## config.mk

```make
export PLATFORM = sky130hd
export DESIGN_NAME = conv_job_arbiter_flat
export DESIGN_NICKNAME = d
export VERILOG_FILES = /design/src/rtl/conv_job_arbiter_if.sv /design/src/rtl/conv_job_arbiter.sv /design/src/flat_wrapper.sv
export SDC_FILE = /design/constraint.sdc
export NUM_CORES = 1
export LEC_CHECK = 0
export BUFFER_PORTS_ARGS = -buffer_cell sky130_fd_sc_hd__buf_2
export CAP_MARGIN = 10
export CORE_MARGIN = 4
export CORE_UTILIZATION = 35
export DETAILED_ROUTE_END_ITERATION = 8
export HOLD_SLACK_MARGIN = 0.06
export SLEW_MARGIN = 5
export SYNTH_ARGS = -nofsm -noshare
export SYNTH_HDL_FRONTEND = slang
export SYNTH_SLANG_ARGS = --single-unit
```

## constraint.sdc

```tcl
create_clock -name clk -period 2.2 [get_ports clk]
set_input_delay 0.44 -clock clk [delete_from_list [all_inputs] [get_ports clk]]
set_output_delay 0.44 -clock clk [all_outputs]
set_load 0.02 [all_outputs]
```

## src/rtl/conv_job_arbiter_if.sv

```systemverilog
// conv_job_arbiter_if: requester and convolution-engine signals of the job arbiter
interface conv_job_arbiter_if;
    logic [1:0]  req, gnt, s_valid, s_ready, r_valid, r_ready, done, err;
    logic [15:0] s_data0, s_data1, r_data, eng_odata;
    logic        eng_start, eng_ivalid, eng_done, eng_ovalid, eng_oready;
    logic [7:0]  eng_idata0, eng_idata1;
    modport master (
        input  req, s_valid, s_data0, s_data1, r_ready, eng_done, eng_ovalid, eng_odata,
        output gnt, s_ready, r_valid, r_data, done, err, eng_start, eng_ivalid, eng_idata0, eng_idata1, eng_oready
    );
    modport slave (
        output req, s_valid, s_data0, s_data1, r_ready, eng_done, eng_ovalid, eng_odata,
        input  gnt, s_ready, r_valid, r_data, done, err, eng_start, eng_ivalid, eng_idata0, eng_idata1, eng_oready
    );
endinterface

```

## src/rtl/conv_job_arbiter.sv

```systemverilog
// conv_job_arbiter: round-robin sharing of one convolution engine between two requesters
module conv_job_arbiter #(
    parameter int LEN     = 8,
    parameter int TIMEOUT = 256
) (
    input logic               clk,
    input logic               reset,
    conv_job_arbiter_if.master bus_io
);
    localparam int RES_CNT = 2 * LEN - 1;
    localparam int WW      = $clog2(TIMEOUT);

    typedef enum logic [2:0] {IDLE, GRANT, LOAD, WAIT, DRAIN, DONE, ABORT} state_t;

    state_t        state_q, state_d;
    logic          g_q, g_d, ptr_q, ptr_d;
    logic [7:0]    ld_cnt_q, ld_cnt_d, rs_cnt_q, rs_cnt_d;
    logic [WW-1:0] wt_cnt_q, wt_cnt_d;
    logic [15:0]   r_data_q, r_data_d;
    logic [1:0]    sel;
    logic          xfer, hs;

    // state, grant index, round-robin pointer, counters and held result word
    always_ff @(posedge clk) begin
        if (!reset) begin
            state_q  <= IDLE;
            g_q      <= 1'b0;
            ptr_q    <= 1'b0;
            ld_cnt_q <= '0;
            rs_cnt_q <= '0;
            wt_cnt_q <= '0;
            r_data_q <= '0;
        end else begin
            state_q  <= state_d;
            g_q      <= g_d;
            ptr_q    <= ptr_d;
            ld_cnt_q <= ld_cnt_d;
            rs_cnt_q <= rs_cnt_d;
            wt_cnt_q <= wt_cnt_d;
            r_data_q <= r_data_d;
        end
    end

    // outputs routed from the granted lane and next-state/counter logic
    always_comb begin
        sel                = g_q ? 2'b10 : 2'b01;
        xfer               = state_q == LOAD && bus_io.s_valid[g_q];
        hs                 = state_q == DRAIN && bus_io.eng_ovalid && bus_io.r_ready[g_q];
        r_data_d           = (state_q == DRAIN && bus_io.eng_ovalid) ? bus_io.eng_odata : r_data_q;
        bus_io.gnt         = state_q == IDLE ? 2'b00 : sel;
        bus_io.s_ready     = state_q == LOAD ? sel : 2'b00;
        bus_io.r_valid     = (state_q == DRAIN && bus_io.eng_ovalid) ? sel : 2'b00;
        bus_io.r_data      = r_data_d;
        bus_io.done        = state_q == DONE ? sel : 2'b00;
        bus_io.err         = state_q == ABORT ? sel : 2'b00;
        bus_io.eng_start   = state_q == GRANT;
        bus_io.eng_ivalid  = xfer;
        bus_io.eng_idata0  = xfer ? (g_q ? bus_io.s_data0[15:8] : bus_io.s_data0[7:0]) : 8'h00;
        bus_io.eng_idata1  = xfer ? (g_q ? bus_io.s_data1[15:8] : bus_io.s_data1[7:0]) : 8'h00;
        bus_io.eng_oready  = state_q == DRAIN && bus_io.r_ready[g_q];
        state_d            = state_q;
        g_d                = g_q;
        ptr_d              = ptr_q;
        ld_cnt_d           = ld_cnt_q;
        rs_cnt_d           = rs_cnt_q;
        wt_cnt_d           = wt_cnt_q;
        case (state_q)
            IDLE: if (|bus_io.req) begin
                g_d     = bus_io.req[ptr_q] ? ptr_q : ~ptr_q;
                state_d = GRANT;
            end
            GRANT: begin
                ld_cnt_d = '0;
                state_d  = LOAD;
            end
            LOAD: if (xfer) begin
                ld_cnt_d = ld_cnt_q + 8'd1;
                if (ld_cnt_q == 8'(LEN - 1)) begin
                    wt_cnt_d = '0;
                    state_d  = WAIT;
                end
            end
            WAIT: if (bus_io.eng_done) begin
                wt_cnt_d = '0;
                rs_cnt_d = '0;
                state_d  = DRAIN;
            end else if (wt_cnt_q == WW'(TIMEOUT - 1)) begin
                state_d  = ABORT;
            end else begin
                wt_cnt_d = wt_cnt_q + 1'b1;
            end
            DRAIN: if (hs) begin
                rs_cnt_d = rs_cnt_q + 8'd1;
                if (rs_cnt_q == 8'(RES_CNT - 1)) state_d = DONE;
            end
            DONE, ABORT: begin
                ptr_d   = ~g_q;
                state_d = IDLE;
            end
            default: state_d = IDLE;
        endcase
    end
endmodule

```

## src/flat_wrapper.sv

```systemverilog
// flat-port wrapper written by rule: the top's interface ports become plain ports
module conv_job_arbiter_flat 
#(
    parameter int LEN     = 8,
    parameter int TIMEOUT = 256
)
  (clk, reset, bus_io_req, bus_io_s_valid, bus_io_s_data0, bus_io_s_data1, bus_io_r_ready, bus_io_eng_done, bus_io_eng_ovalid, bus_io_eng_odata, bus_io_gnt, bus_io_s_ready, bus_io_r_valid, bus_io_r_data, bus_io_done, bus_io_err, bus_io_eng_start, bus_io_eng_ivalid, bus_io_eng_idata0, bus_io_eng_idata1, bus_io_eng_oready);
  conv_job_arbiter_if bus_io_i ();
  input logic clk;
  input logic reset;
  input wire logic [$bits(bus_io_i.req)-1:0] bus_io_req;
  input wire logic [$bits(bus_io_i.s_valid)-1:0] bus_io_s_valid;
  input wire logic [$bits(bus_io_i.s_data0)-1:0] bus_io_s_data0;
  input wire logic [$bits(bus_io_i.s_data1)-1:0] bus_io_s_data1;
  input wire logic [$bits(bus_io_i.r_ready)-1:0] bus_io_r_ready;
  input wire logic [$bits(bus_io_i.eng_done)-1:0] bus_io_eng_done;
  input wire logic [$bits(bus_io_i.eng_ovalid)-1:0] bus_io_eng_ovalid;
  input wire logic [$bits(bus_io_i.eng_odata)-1:0] bus_io_eng_odata;
  output wire logic [$bits(bus_io_i.gnt)-1:0] bus_io_gnt;
  output wire logic [$bits(bus_io_i.s_ready)-1:0] bus_io_s_ready;
  output wire logic [$bits(bus_io_i.r_valid)-1:0] bus_io_r_valid;
  output wire logic [$bits(bus_io_i.r_data)-1:0] bus_io_r_data;
  output wire logic [$bits(bus_io_i.done)-1:0] bus_io_done;
  output wire logic [$bits(bus_io_i.err)-1:0] bus_io_err;
  output wire logic [$bits(bus_io_i.eng_start)-1:0] bus_io_eng_start;
  output wire logic [$bits(bus_io_i.eng_ivalid)-1:0] bus_io_eng_ivalid;
  output wire logic [$bits(bus_io_i.eng_idata0)-1:0] bus_io_eng_idata0;
  output wire logic [$bits(bus_io_i.eng_idata1)-1:0] bus_io_eng_idata1;
  output wire logic [$bits(bus_io_i.eng_oready)-1:0] bus_io_eng_oready;
  assign bus_io_i.req = bus_io_req;
  assign bus_io_i.s_valid = bus_io_s_valid;
  assign bus_io_i.s_data0 = bus_io_s_data0;
  assign bus_io_i.s_data1 = bus_io_s_data1;
  assign bus_io_i.r_ready = bus_io_r_ready;
  assign bus_io_i.eng_done = bus_io_eng_done;
  assign bus_io_i.eng_ovalid = bus_io_eng_ovalid;
  assign bus_io_i.eng_odata = bus_io_eng_odata;
  assign bus_io_gnt = bus_io_i.gnt;
  assign bus_io_s_ready = bus_io_i.s_ready;
  assign bus_io_r_valid = bus_io_i.r_valid;
  assign bus_io_r_data = bus_io_i.r_data;
  assign bus_io_done = bus_io_i.done;
  assign bus_io_err = bus_io_i.err;
  assign bus_io_eng_start = bus_io_i.eng_start;
  assign bus_io_eng_ivalid = bus_io_i.eng_ivalid;
  assign bus_io_eng_idata0 = bus_io_i.eng_idata0;
  assign bus_io_eng_idata1 = bus_io_i.eng_idata1;
  assign bus_io_eng_oready = bus_io_i.eng_oready;
  conv_job_arbiter #(.LEN(LEN), .TIMEOUT(TIMEOUT)) u_core (.clk(clk), .reset(reset), .bus_io(bus_io_i));
endmodule
```

==> impl_metrics.tcl, run 1 <==
set metrics [dict create \
    die_w_um 92.11 \
    pre_cts_slack_ps 164.3 \
    finalSetupTns_ps -4.988 \
    grt_pass1_wl_um 10130 \
    num_antenna_cells 0 \
    drcViolationCount 0 \
    num_io_pins 103 \
    layout-area-overhead-vs-synth_pct 40.88 \
    grt.met2_usage_pct 22.51 \
    final_period_util_pct 100.2 \
    grt_overflow_total 0 \
    synthDistinctLibCells 48 \
    routability_cong 0.7846 \
    crit_path_start_kind "flop" \
    clock_tree.root_cell "clkbuf_8" \
    worst_ir_drop_vdd_v 0.0003146 \
    core-area_sq_um 6832 \
    cp_data_arrival_time_ps 1760 \
    max_slew.worst_pin.slew_ps 581.0 \
    number_of_failing_hold_endpoints_at_the_final_stage 0 \
    antenna_violations_before_repair 0 \
    synth_seq_area_share_pct 36.38 \
    worst_setup_path_end_kind "primary output" \
    dp.final_hpwl_um 4730 \
    synth.area.mux_share_pct 15.46 \
    cts-root-to-sink-buffers 2 \
    final_cell_count_no_fill 490 \
    sequential_cell_area_in_the_final_layout_sq_um 910.9 \
    drt_pass1_iterations 4 \
    yosys.area_share.simple_pct 29.06 \
    clk_transition_reported_paths_ps 90 \
    setup_viol 1 \
    drv_cap 0 \
    total_leakage_power_nw 1.494 \
    crit_path_cell_trace "nor4bb_4, buf_6, clkbuf_16, mux2_2, buf_6" \
    cp_slowest_stage_delay_ps 380 \
    dr.first_iter.drc_count 74 \
    syn-instance-count 282 \
    synth_xor_area_share_pct 2.476 \
    routed_wire_length_per_instance_um 13.49 \
    timing.critical_path.fanout_max 8 \
    number_of_synthesized_register_bits 45 \
    layout_setup_ws_ps -4.988 \
    post_synthesis_share_of_cell_area_spent_on_full_adders_half_adders_and_majority_gates_pct 2.021 \
    initial_core_util_pct 36.25 \
    grt_pass1_vias 2231 \
    synth_enable_flop_cells 0 \
    final.fill_count 648 \
    met1_track_utilization_from_global_routing_pct 18.95 \
    synth-compound-area-share_pct 11.02 \
    synth_flop_cell "dfxtp_1" \
    multiInputGateArea_sq_um 1531 \
    max_clock_skew_ps 5.466 \
    critPathMostFrequentCell "buf_6" \
    largest_cells_by_area_after_synthesis "dfxtp_1, mux2_2, mux2i_1" \
    portBuffers 102 \
    clock_sinks 45 \
    final_number_of_max_transition_violations 0 \
    synthesis.area_sq_um 2476 \
    max-slew-margin-rel_pct 61.26 \
    top_usage_layer_grt "met2" \
    cts_tree "done" \
    rsz0062_at_grt "true" \
    finalWorstPathRequiredPeriod_ps 2205 \
    grt.total_usage_pct 14.32 \
    route.antenna.remaining_nets 0 \
    post_drt_via_cell_ratio 4.863 \
    clock.fmax_ghz 0.4535 \
    critPathKind "flop to primary output" \
    synth_nets 344 \
    synth_warnings 0 \
    dieArea_sq_um 8484 \
    placedCellCount 474 \
    floorplan.rows 30 \
    run_status "finished, violations left" \
    fp.dieH_um 92.11 \
    synth_top_family_by_area "simple AND/OR/NAND/NOR gates" \
    ys_async_sr_fraction_pct 0 \
    cp_data_required_time_ps 1760 \
    globalRouteMet3Util_pct 4.348 \
    critPathSlowestCell "dfxtp_4" \
    synth_top_area_share_pct 36.38 \
    grt_max_degree 28 \
    layout_common_cells "buf_2, dfxtp_1, nor2_1, nand2_1, and2_1" \
    detailroute.via_count 2383 \
    layout.cells.most_common "buf_2" \
    number_of_buffers_inserted_for_hold_repair_after_clock_tree_synthesis 0 \
    finalWirelength_um 6612 \
    synth_area_per_cell_sq_um 8.781 \
    later_pin_clock_latency_in_the_skew_report_ps 290 \
    layout_cells_sized_above_1_pct 40.36 \
    clock_tree.htree_level_count 2 \
    p_per_area_nw_per_um2 612.4 \
    failed_checks "setup timing" \
    num-nets-final 455 \
    hp-class "flop to flop" \
    cts_inserted_buffers 5 \
    synth.largest_area_cell "dfxtp_1" \
]
[critical path, delay by kind of cell (launching register included)]
kind,cells,cell delay [ps]
buf+inv,3,460
flops,1,380
simple gates,1,290
mux,1,350
[flip-flops by register name, indices dropped and copies added, names as in the netlist]
name,cells
u_core.r_data_q,16
u_core.ld_cnt_q,8
u_core.rs_cnt_q,8
u_core.wt_cnt_q,8
u_core.state_q,3
u_core.g_q,1
u_core.ptr_q,1
[per-layer routing]
metal  vias up  routed length [um]
met5         -                   0
met4         0                  85
met3        10                 425
met2        67                3056
met1      1082                3044
li1       1224                   -
[area by class of cell]
type                            count  area share [%]
Clock buffer                        5           1.973
Clock inverter                      3           1.865
Inverter                            5          0.5380
Multi-Input combinational cell    217           43.90
Sequential cell                    45           26.11
Tap cell                           96           3.443
Timing Repair Buffer              119           22.17
[power by group]
part           leakage (nW)  total [mW]  switching, mW  internal [mW]
Sequential            0.365       0.871         0.0304          0.840
Combinational          1.06       0.535          0.291          0.244
Clock                0.0681       0.731          0.279          0.451
Total                  1.49        2.14          0.601           1.54
[final timing paths]
path,from,cells past startpoint,slack (ps),endpoint
hold / removal,u_core.ptr_q,2,460,u_core.ptr_q
setup reg to reg,u_core.state_q[2],8,250,u_core.rs_cnt_q[6]
hold reg to reg,u_core.ptr_q,2,460,u_core.ptr_q
setup / recovery,u_core.state_q[1],5,-5,bus_io_r_data[11]
[synthesized netlist by cell type (3+ instances only)]
| master | instances |
|---|---|
| dfxtp_1 | 45 |
| nor2_1 | 31 |
| nand2_1 | 23 |
| and2_1 | 20 |
| mux2_2 | 18 |
| mux2i_1 | 18 |
| a21oi_1 | 15 |
| o21ai_0 | 11 |
| clkbuf_1 | 7 |
| nor3_1 | 7 |
| or3_1 | 7 |
| nand3_1 | 6 |
| buf_2 | 5 |
| ha_1 | 4 |
| inv_1 | 4 |
| nand4_1 | 4 |
| nor4bb_1 | 4 |
| xor2_1 | 4 |
| a31oi_1 | 3 |
| nor2b_1 | 3 |
| xnor2_1 | 3 |
[kinds of logic (layout without fill, tap and decap cells)]
| group | count (synthesis) | in the layout |
|---|---|---|
| adders and majority gates | 4 | 4 |
| and+or+nand+nor | 126 | 126 |
| muxes | 36 | 36 |
| AOI/OAI and AO/OA | 44 | 44 |
| DFF | 45 | 45 |
| buffers and inverters | 20 | 132 |
| xor gates and xnor gates | 7 | 7 |
[through the flow]
stage	utilization (%)	hold slack (ps)	total power [mW]	area (sq um)
finish	51.06	458.8	2.136	3488
floorplan	-	436.3	1.209	2476
global placement	45.84	448.1	1.377	3132
global route	51.06	481.5	2.244	3488
detailed placement	45.84	449.3	1.385	3132
CTS	47.97	456.4	2.120	3277
[timing repair]
item / CTS / global route
endpoints found under the hold margin: 0 / 0
setup buffers: 1 / 5
cloned: 0 / 2
resized for setup: 3 / 39
pin swaps: 0 / 1
setup endpoints to repair: 16 / 24
Power figures use the tool's default switching activity.
==> run 2, diff against run 1 <==
--- a/config.mk
+++ b/config.mk
@@ -5,7 +5,7 @@
 export SDC_FILE = /design/constraint.sdc
 export NUM_CORES = 1
 export LEC_CHECK = 0
-export BUFFER_PORTS_ARGS = -buffer_cell sky130_fd_sc_hd__buf_2
+export BUFFER_PORTS_ARGS = -buffer_cell sky130_fd_sc_hd__buf_4
 export CAP_MARGIN = 10
 export CORE_MARGIN = 4
 export CORE_UTILIZATION = 35
==> run 2 against run 1 <==
Compared with the run above: the run still ends with setup timing left; clock power decreased by 23%; sequential power down 0.9%; design area rose by 6.2%; wire length increased by 5.5%; total power fell by 4.7%; non-clock buffer count rose by 1; count of clock-buffer cells in the layout grew 2; via count decreased by 0.71%; combinational power is 14% higher; fmax shrank 0.89%; critical path type unchanged; critical endpoint is now bus_io_r_data[15].
==> impl_metrics.tcl, run 2 (synthesis results as in run 1) <==
set metrics [dict create \
    num_antenna_cells 0 \
    final.fill_count 644 \
    r2r_cells 5 \
    floorplan.rows 30 \
    num-nets-final 456 \
    largest_register_ff_count 16 \
    clk_transition_reported_paths_ps 80 \
    num_io_pins 103 \
    total_leakage_power_nw 1.540 \
    antenna_violations_before_repair 0 \
    cts_tree "done" \
    clock_sinks 45 \
    post_drt_via_cell_ratio 4.819 \
    cts_inserted_buffers 5 \
    routability_cong 0.8124 \
    worst_ir_drop_vdd_v 0.0003366 \
    p_per_area_nw_per_um2 549.4 \
    grt_overflow_total 0 \
    die_w_um 92.11 \
    endpoint "bus_io_r_data[15]" \
    fp.dieH_um 92.11 \
    drv_cap 0 \
    dr.first_iter.drc_count 98 \
    rsz0062_at_grt "true" \
    crit_path_start_kind "flop" \
    layout_cells_sized_above_1_pct 40.00 \
    initial_core_util_pct 36.25 \
    multiInputGateArea_sq_um 1550 \
    setup.reg_to_reg.worst_slack_ps 310 \
    dieArea_sq_um 8484 \
    route.antenna.remaining_nets 0 \
    detailroute.via_count 2366 \
    cp_slowest_stage_delay_ps 380 \
    number_of_failing_hold_endpoints_at_the_final_stage 0 \
    clock.fmax_ghz 0.4495 \
    layout_setup_ws_ps -24.71 \
    setup_viol 3 \
    max-slew-margin-rel_pct 64.19 \
    grt.total_usage_pct 14.97 \
    clock_tree.root_cell "clkbuf_8" \
    core-area_sq_um 6832 \
    dp.final_hpwl_um 5035 \
    grt_pass1_vias 2178 \
    number_of_buffers_inserted_for_hold_repair_after_clock_tree_synthesis 0 \
    rr_endpoint "u_core.wt_cnt_q[1]" \
    later_pin_clock_latency_in_the_skew_report_ps 290 \
    finalWirelength_um 6973 \
    max_slew.worst_pin.slew_ps 537.2 \
    timing.critical_path.fanout_max 7 \
    critPathSlowestCell "dfxtp_4" \
    grt_max_degree 30 \
    timing.rr.start "u_core.state_q[2]" \
    timing.critical_path.from "u_core.state_q[1]" \
    final_number_of_max_transition_violations 0 \
    clock_tree.htree_level_count 2 \
    cts-root-to-sink-buffers 2 \
    finalSetupTns_ps -33.92 \
    registers.top_by_ff_count "u_core.r_data_q" \
    grt_pass1_wl_um 10500 \
    critPathKind "flop to primary output" \
    layout-area-overhead-vs-synth_pct 49.62 \
    finalWorstPathRequiredPeriod_ps 2225 \
    final_period_util_pct 101.1 \
    failed_checks "setup timing" \
    sequential_cell_area_in_the_final_layout_sq_um 905.9 \
    total_power_mw 2.036 \
    cp_data_required_time_ps 1760 \
    layout.cells.most_common "buf_4" \
    hp-class "input port to flop" \
    drcViolationCount 0 \
    max_clock_skew_ps 2.815 \
    portBuffers 102 \
    worst_setup_path_end_kind "primary output" \
    routed_wire_length_per_instance_um 14.20 \
    run_status "finished, violations left" \
    crit_path_cell_trace "nor4bb_4, buf_4, clkbuf_16, mux2_2, buf_6" \
    cp_data_arrival_time_ps 1780 \
    drt_pass1_iterations 4 \
    layout_common_cells "buf_4, dfxtp_1, nor2_1, nand2_1, and2_1" \
]
==> run 2: cell types whose count changed in the layout (fill, tap and decap cells not counted), moves of 5 or more <==
| cell | change |
|---|---|
| buf_4 | +87 |
| mux2_2 | -5 |
| mux2_4 | +5 |
| buf_2 | -88 |
==> run 2: final cells by class <==
class | count | share of cell area (%)
clock buffers | 7 | 2.600
clock inverters | 1 | 0.1351
inverters | 5 | 0.5066
multi-input cells | 217 | 41.84
flip-flops and latches | 45 | 24.45
well taps | 96 | 3.242
repair buffers | 120 | 27.22
==> run 2: critical path, delay by kind of cell (launching register included) <==
family | cells | cell delay, ps
buffers and inverters | 3 | 470
flip-flops | 1 | 380
multiplexers | 1 | 360
AND/OR/NAND/NOR | 1 | 290
==> run 2: timing repair <==
action,CTS,global route
pin swaps,1,1
gates cloned,0,3
setup endpoints to repair,33,19
gates resized for setup,5,26
buffers inserted,1,4
==> run 2: where the power goes <==
part	total, mW	internal [mW]	switching [mW]
combinational	0.610	0.300	0.310
sequential	0.863	0.838	0.0246
clock	0.563	0.284	0.278
total	2.04	1.42	0.613
==> run 2: how the worst min path moves through the flow <==
stage / from / end / slack, ps / cells past startpoint
global route: bus_io_req[1] / u_core.g_q / 440 / 3
floorplan: u_core.ptr_q / u_core.ptr_q / 440 / 2
CTS: bus_io_req[1] / u_core.g_q / 410 / 3
finish: bus_io_req[1] / u_core.g_q / 420 / 3
global placement: u_core.ptr_q / u_core.ptr_q / 450 / 2
detailed placement: u_core.ptr_q / u_core.ptr_q / 450 / 2
==> run 2: per-layer routing <==
metal,track usage [%],up-vias,routed length [um]
met1,20.46,1082,3284
met5,0,-,0
li1,-,1227,-
met3,4.430,4,418
met2,23.66,53,3247
met4,2.475,0,22
==> run 2: metrics by stage <==
| stage | cell area [sq um] | hold slack (ps) | setup slack (ps) | util [%] | instances |
|---|---|---|---|---|---|
| final | 3705 | 419.4 | -24.71 | 54.23 | 491 |
| after global routing | 3705 | 435.9 | -99.59 | 54.23 | 491 |
| after CTS | 3518 | 412.9 | -31.21 | 51.50 | 484 |
| after detailed placement | 3395 | 451.9 | 115.5 | 49.69 | 475 |
| after global placement | 3395 | 446.8 | 148.5 | 49.69 | 475 |
| after floorplan | 2476 | 436.3 | 230.3 | - | 282 |
==> run 3, diff against run 2 <==
--- a/config.mk
+++ b/config.mk
@@ -11,7 +11,9 @@
 export CORE_UTILIZATION = 35
 export DETAILED_ROUTE_END_ITERATION = 8
 export HOLD_SLACK_MARGIN = 0.06
+export SETUP_SLACK_MARGIN = 0.2
 export SLEW_MARGIN = 5
 export SYNTH_ARGS = -nofsm -noshare
 export SYNTH_HDL_FRONTEND = slang
 export SYNTH_SLANG_ARGS = --single-unit
+export TNS_END_PERCENT = 100
==> run 3 against run 2 <==
Compared with the run above: utilization is 8.4 points higher; flip-flop and latch count stayed put; design area is 16% higher; non-clock buffer count is 18 higher; total power is 14% higher; setup slack worse by 31 ps; hold slack worse by 4.0 ps; the run still ends with setup timing left; clock skew is 3.4 ps higher; global-route usage is 1.8 points higher; wire length is 16% higher; first-iteration DRC count is 9.2% higher; count of clock-buffer cells in the layout stayed put.
==> impl_metrics.tcl, run 3 (synthesis results as in run 1) <==
set metrics [dict create \
    num_io_pins 103 \
    grt.total_usage_pct 16.74 \
    later_pin_clock_latency_in_the_skew_report_ps 300 \
    clkPwrFrac_pct 24.8 \
    cts_tree "done" \
    hold-worst-slack_ps 415.4 \
    num_antenna_cells 0 \
    cp_data_arrival_time_ps 1820 \
    grt_max_degree 30 \
    clock_sinks 45 \
    max_slew.worst_pin.slew_ps 546.7 \
    rsz0062_at_grt "true" \
    routability_cong 0.8124 \
    worst_setup_path_end_kind "primary output" \
    drv_cap 0 \
    total_leakage_power_nw 1.727 \
    antenna_violations_before_repair 0 \
    clock_tree.root_cell "clkbuf_8" \
    floorplan.rows 30 \
    cts-root-to-sink-buffers 2 \
    layout_common_cells "buf_4, buf_6, dfxtp_1, nand2_1" \
    cts_inserted_buffers 5 \
    clock.fmax_ghz 0.4433 \
    postLayoutCoreUtil_pct 62.64 \
    clock_tree.htree_level_count 2 \
    grt_pass1_vias 2349 \
    setup_viol 9 \
    final_number_of_max_transition_violations 0 \
    finalSetupTns_ps -455.3 \
    dr.first_iter.drc_count 107 \
    drt_pass1_iterations 4 \
    finalWirelength_um 8060 \
    combPwrFrac_pct 38.0 \
    route.antenna.remaining_nets 0 \
    post_drt_via_cell_ratio 4.925 \
    max-slew-margin-rel_pct 63.55 \
    intPower_mw 1.575 \
    drcViolationCount 0 \
    initial_core_util_pct 36.25 \
    worst_ir_drop_vdd_v 0.0003154 \
    finalWorstPathRequiredPeriod_ps 2256 \
    die_w_um 92.11 \
    layout_cells_sized_above_1_pct 49.64 \
    pwr-share-seq_pct 37.3 \
    layout_setup_ws_ps -55.96 \
    final_period_util_pct 102.5 \
    run_status "finished, violations left" \
    failed_checks "setup timing" \
    portBuffers 102 \
    hp-class "input port to flop" \
    routed_wire_length_per_instance_um 15.83 \
    registers.top_by_ff_count "u_core.r_data_q" \
    detailroute.via_count 2507 \
    number_of_buffers_inserted_for_hold_repair_after_clock_tree_synthesis 0 \
    dp.final_hpwl_um 5035 \
    layout-area-overhead-vs-synth_pct 72.81 \
    number_of_failing_hold_endpoints_at_the_final_stage 0 \
    power.share.switching_pct 31.88 \
    cp_data_required_time_ps 1760 \
    grt_overflow_total 0 \
    timing.critical_path.fanout_max 5 \
    crit_path_start_kind "flop" \
    max_clock_skew_ps 6.244 \
    critPathKind "flop to primary output" \
    p_sw_uw 736.9 \
    layout.cells.most_common "buf_4" \
    dieArea_sq_um 8484 \
    core-area_sq_um 6832 \
    num-nets-final 474 \
    fp.dieH_um 92.11 \
    setup.reg_to_reg.worst_slack_ps 250 \
    p_per_area_nw_per_um2 540.3 \
    clk_transition_reported_paths_ps 90 \
    largest_register_ff_count 16 \
    grt_pass1_wl_um 11530 \
]
-- run 3: per-layer routing --
layer / part of all wire (%) / track usage (%)
met4: 0.81 / 3.960
met3: 5.8 / 5.086
met2: 50 / 27.07
met1: 44 / 21.81
met5: 0 / 0
-- run 3: power by group through the flow --
stage / clock network, mW / registers [mW] / logic, mW
floorplan: 0 / 0.870 / 0.339
global placement: 0 / 0.882 / 0.570
detailed placement: 0 / 0.882 / 0.578
CTS: 0.581 / 0.858 / 0.648
global route: 0.626 / 0.864 / 0.931
finish: 0.573 / 0.861 / 0.878
-- run 3: metrics by stage --
step | instance area (sq um) | worst slack, ps | power [mW] | std cells
floorplan | 2476 | 230.3 | 1.209 | 282
global placement | 3395 | 148.5 | 1.453 | 475
detailed placement | 3395 | 115.5 | 1.460 | 475
CTS | 3794 | -25.97 | 2.086 | 494
global route | 4279 | -135.8 | 2.420 | 509
finish | 4279 | -55.96 | 2.312 | 509
-- run 3: worst max-delay path, stage by stage, from the launching register on --
cell and delay [ps]:
dfxtp_4 370, nor4bb_4 290, buf_4 190, buf_12 100, buf_12 110, mux2_4 310, buf_6 130
-- run 3: final cells by class --
class / count / area [sq um]
fillers: 568 / 2552
multi-input cells: 217 / 1769
clock buffers: 7 / 96.34
inverters: 5 / 23.77
flip-flops and latches: 45 / 909.6
clock inverters: 1 / 5.005
well taps: 96 / 120.1
repair buffers: 138 / 1355
-- run 3: what timing repair did --
item,CTS,global route
pin swaps,1,21
resized for setup,43,84
endpoints found under the setup margin,39,48
gates cloned,2,4
setup buffers,9,11
-- run 3: path summary, 6_finish.rpt --
check | depth (start not counted) | end | from
setup / recovery | 6 | bus_io_r_data[1] | u_core.state_q[0]
hold reg to reg | 2 | u_core.ptr_q | u_core.ptr_q
setup reg to reg | 8 | u_core.wt_cnt_q[2] | u_core.state_q[0]
hold / removal | 3 | u_core.g_q | bus_io_req[1]
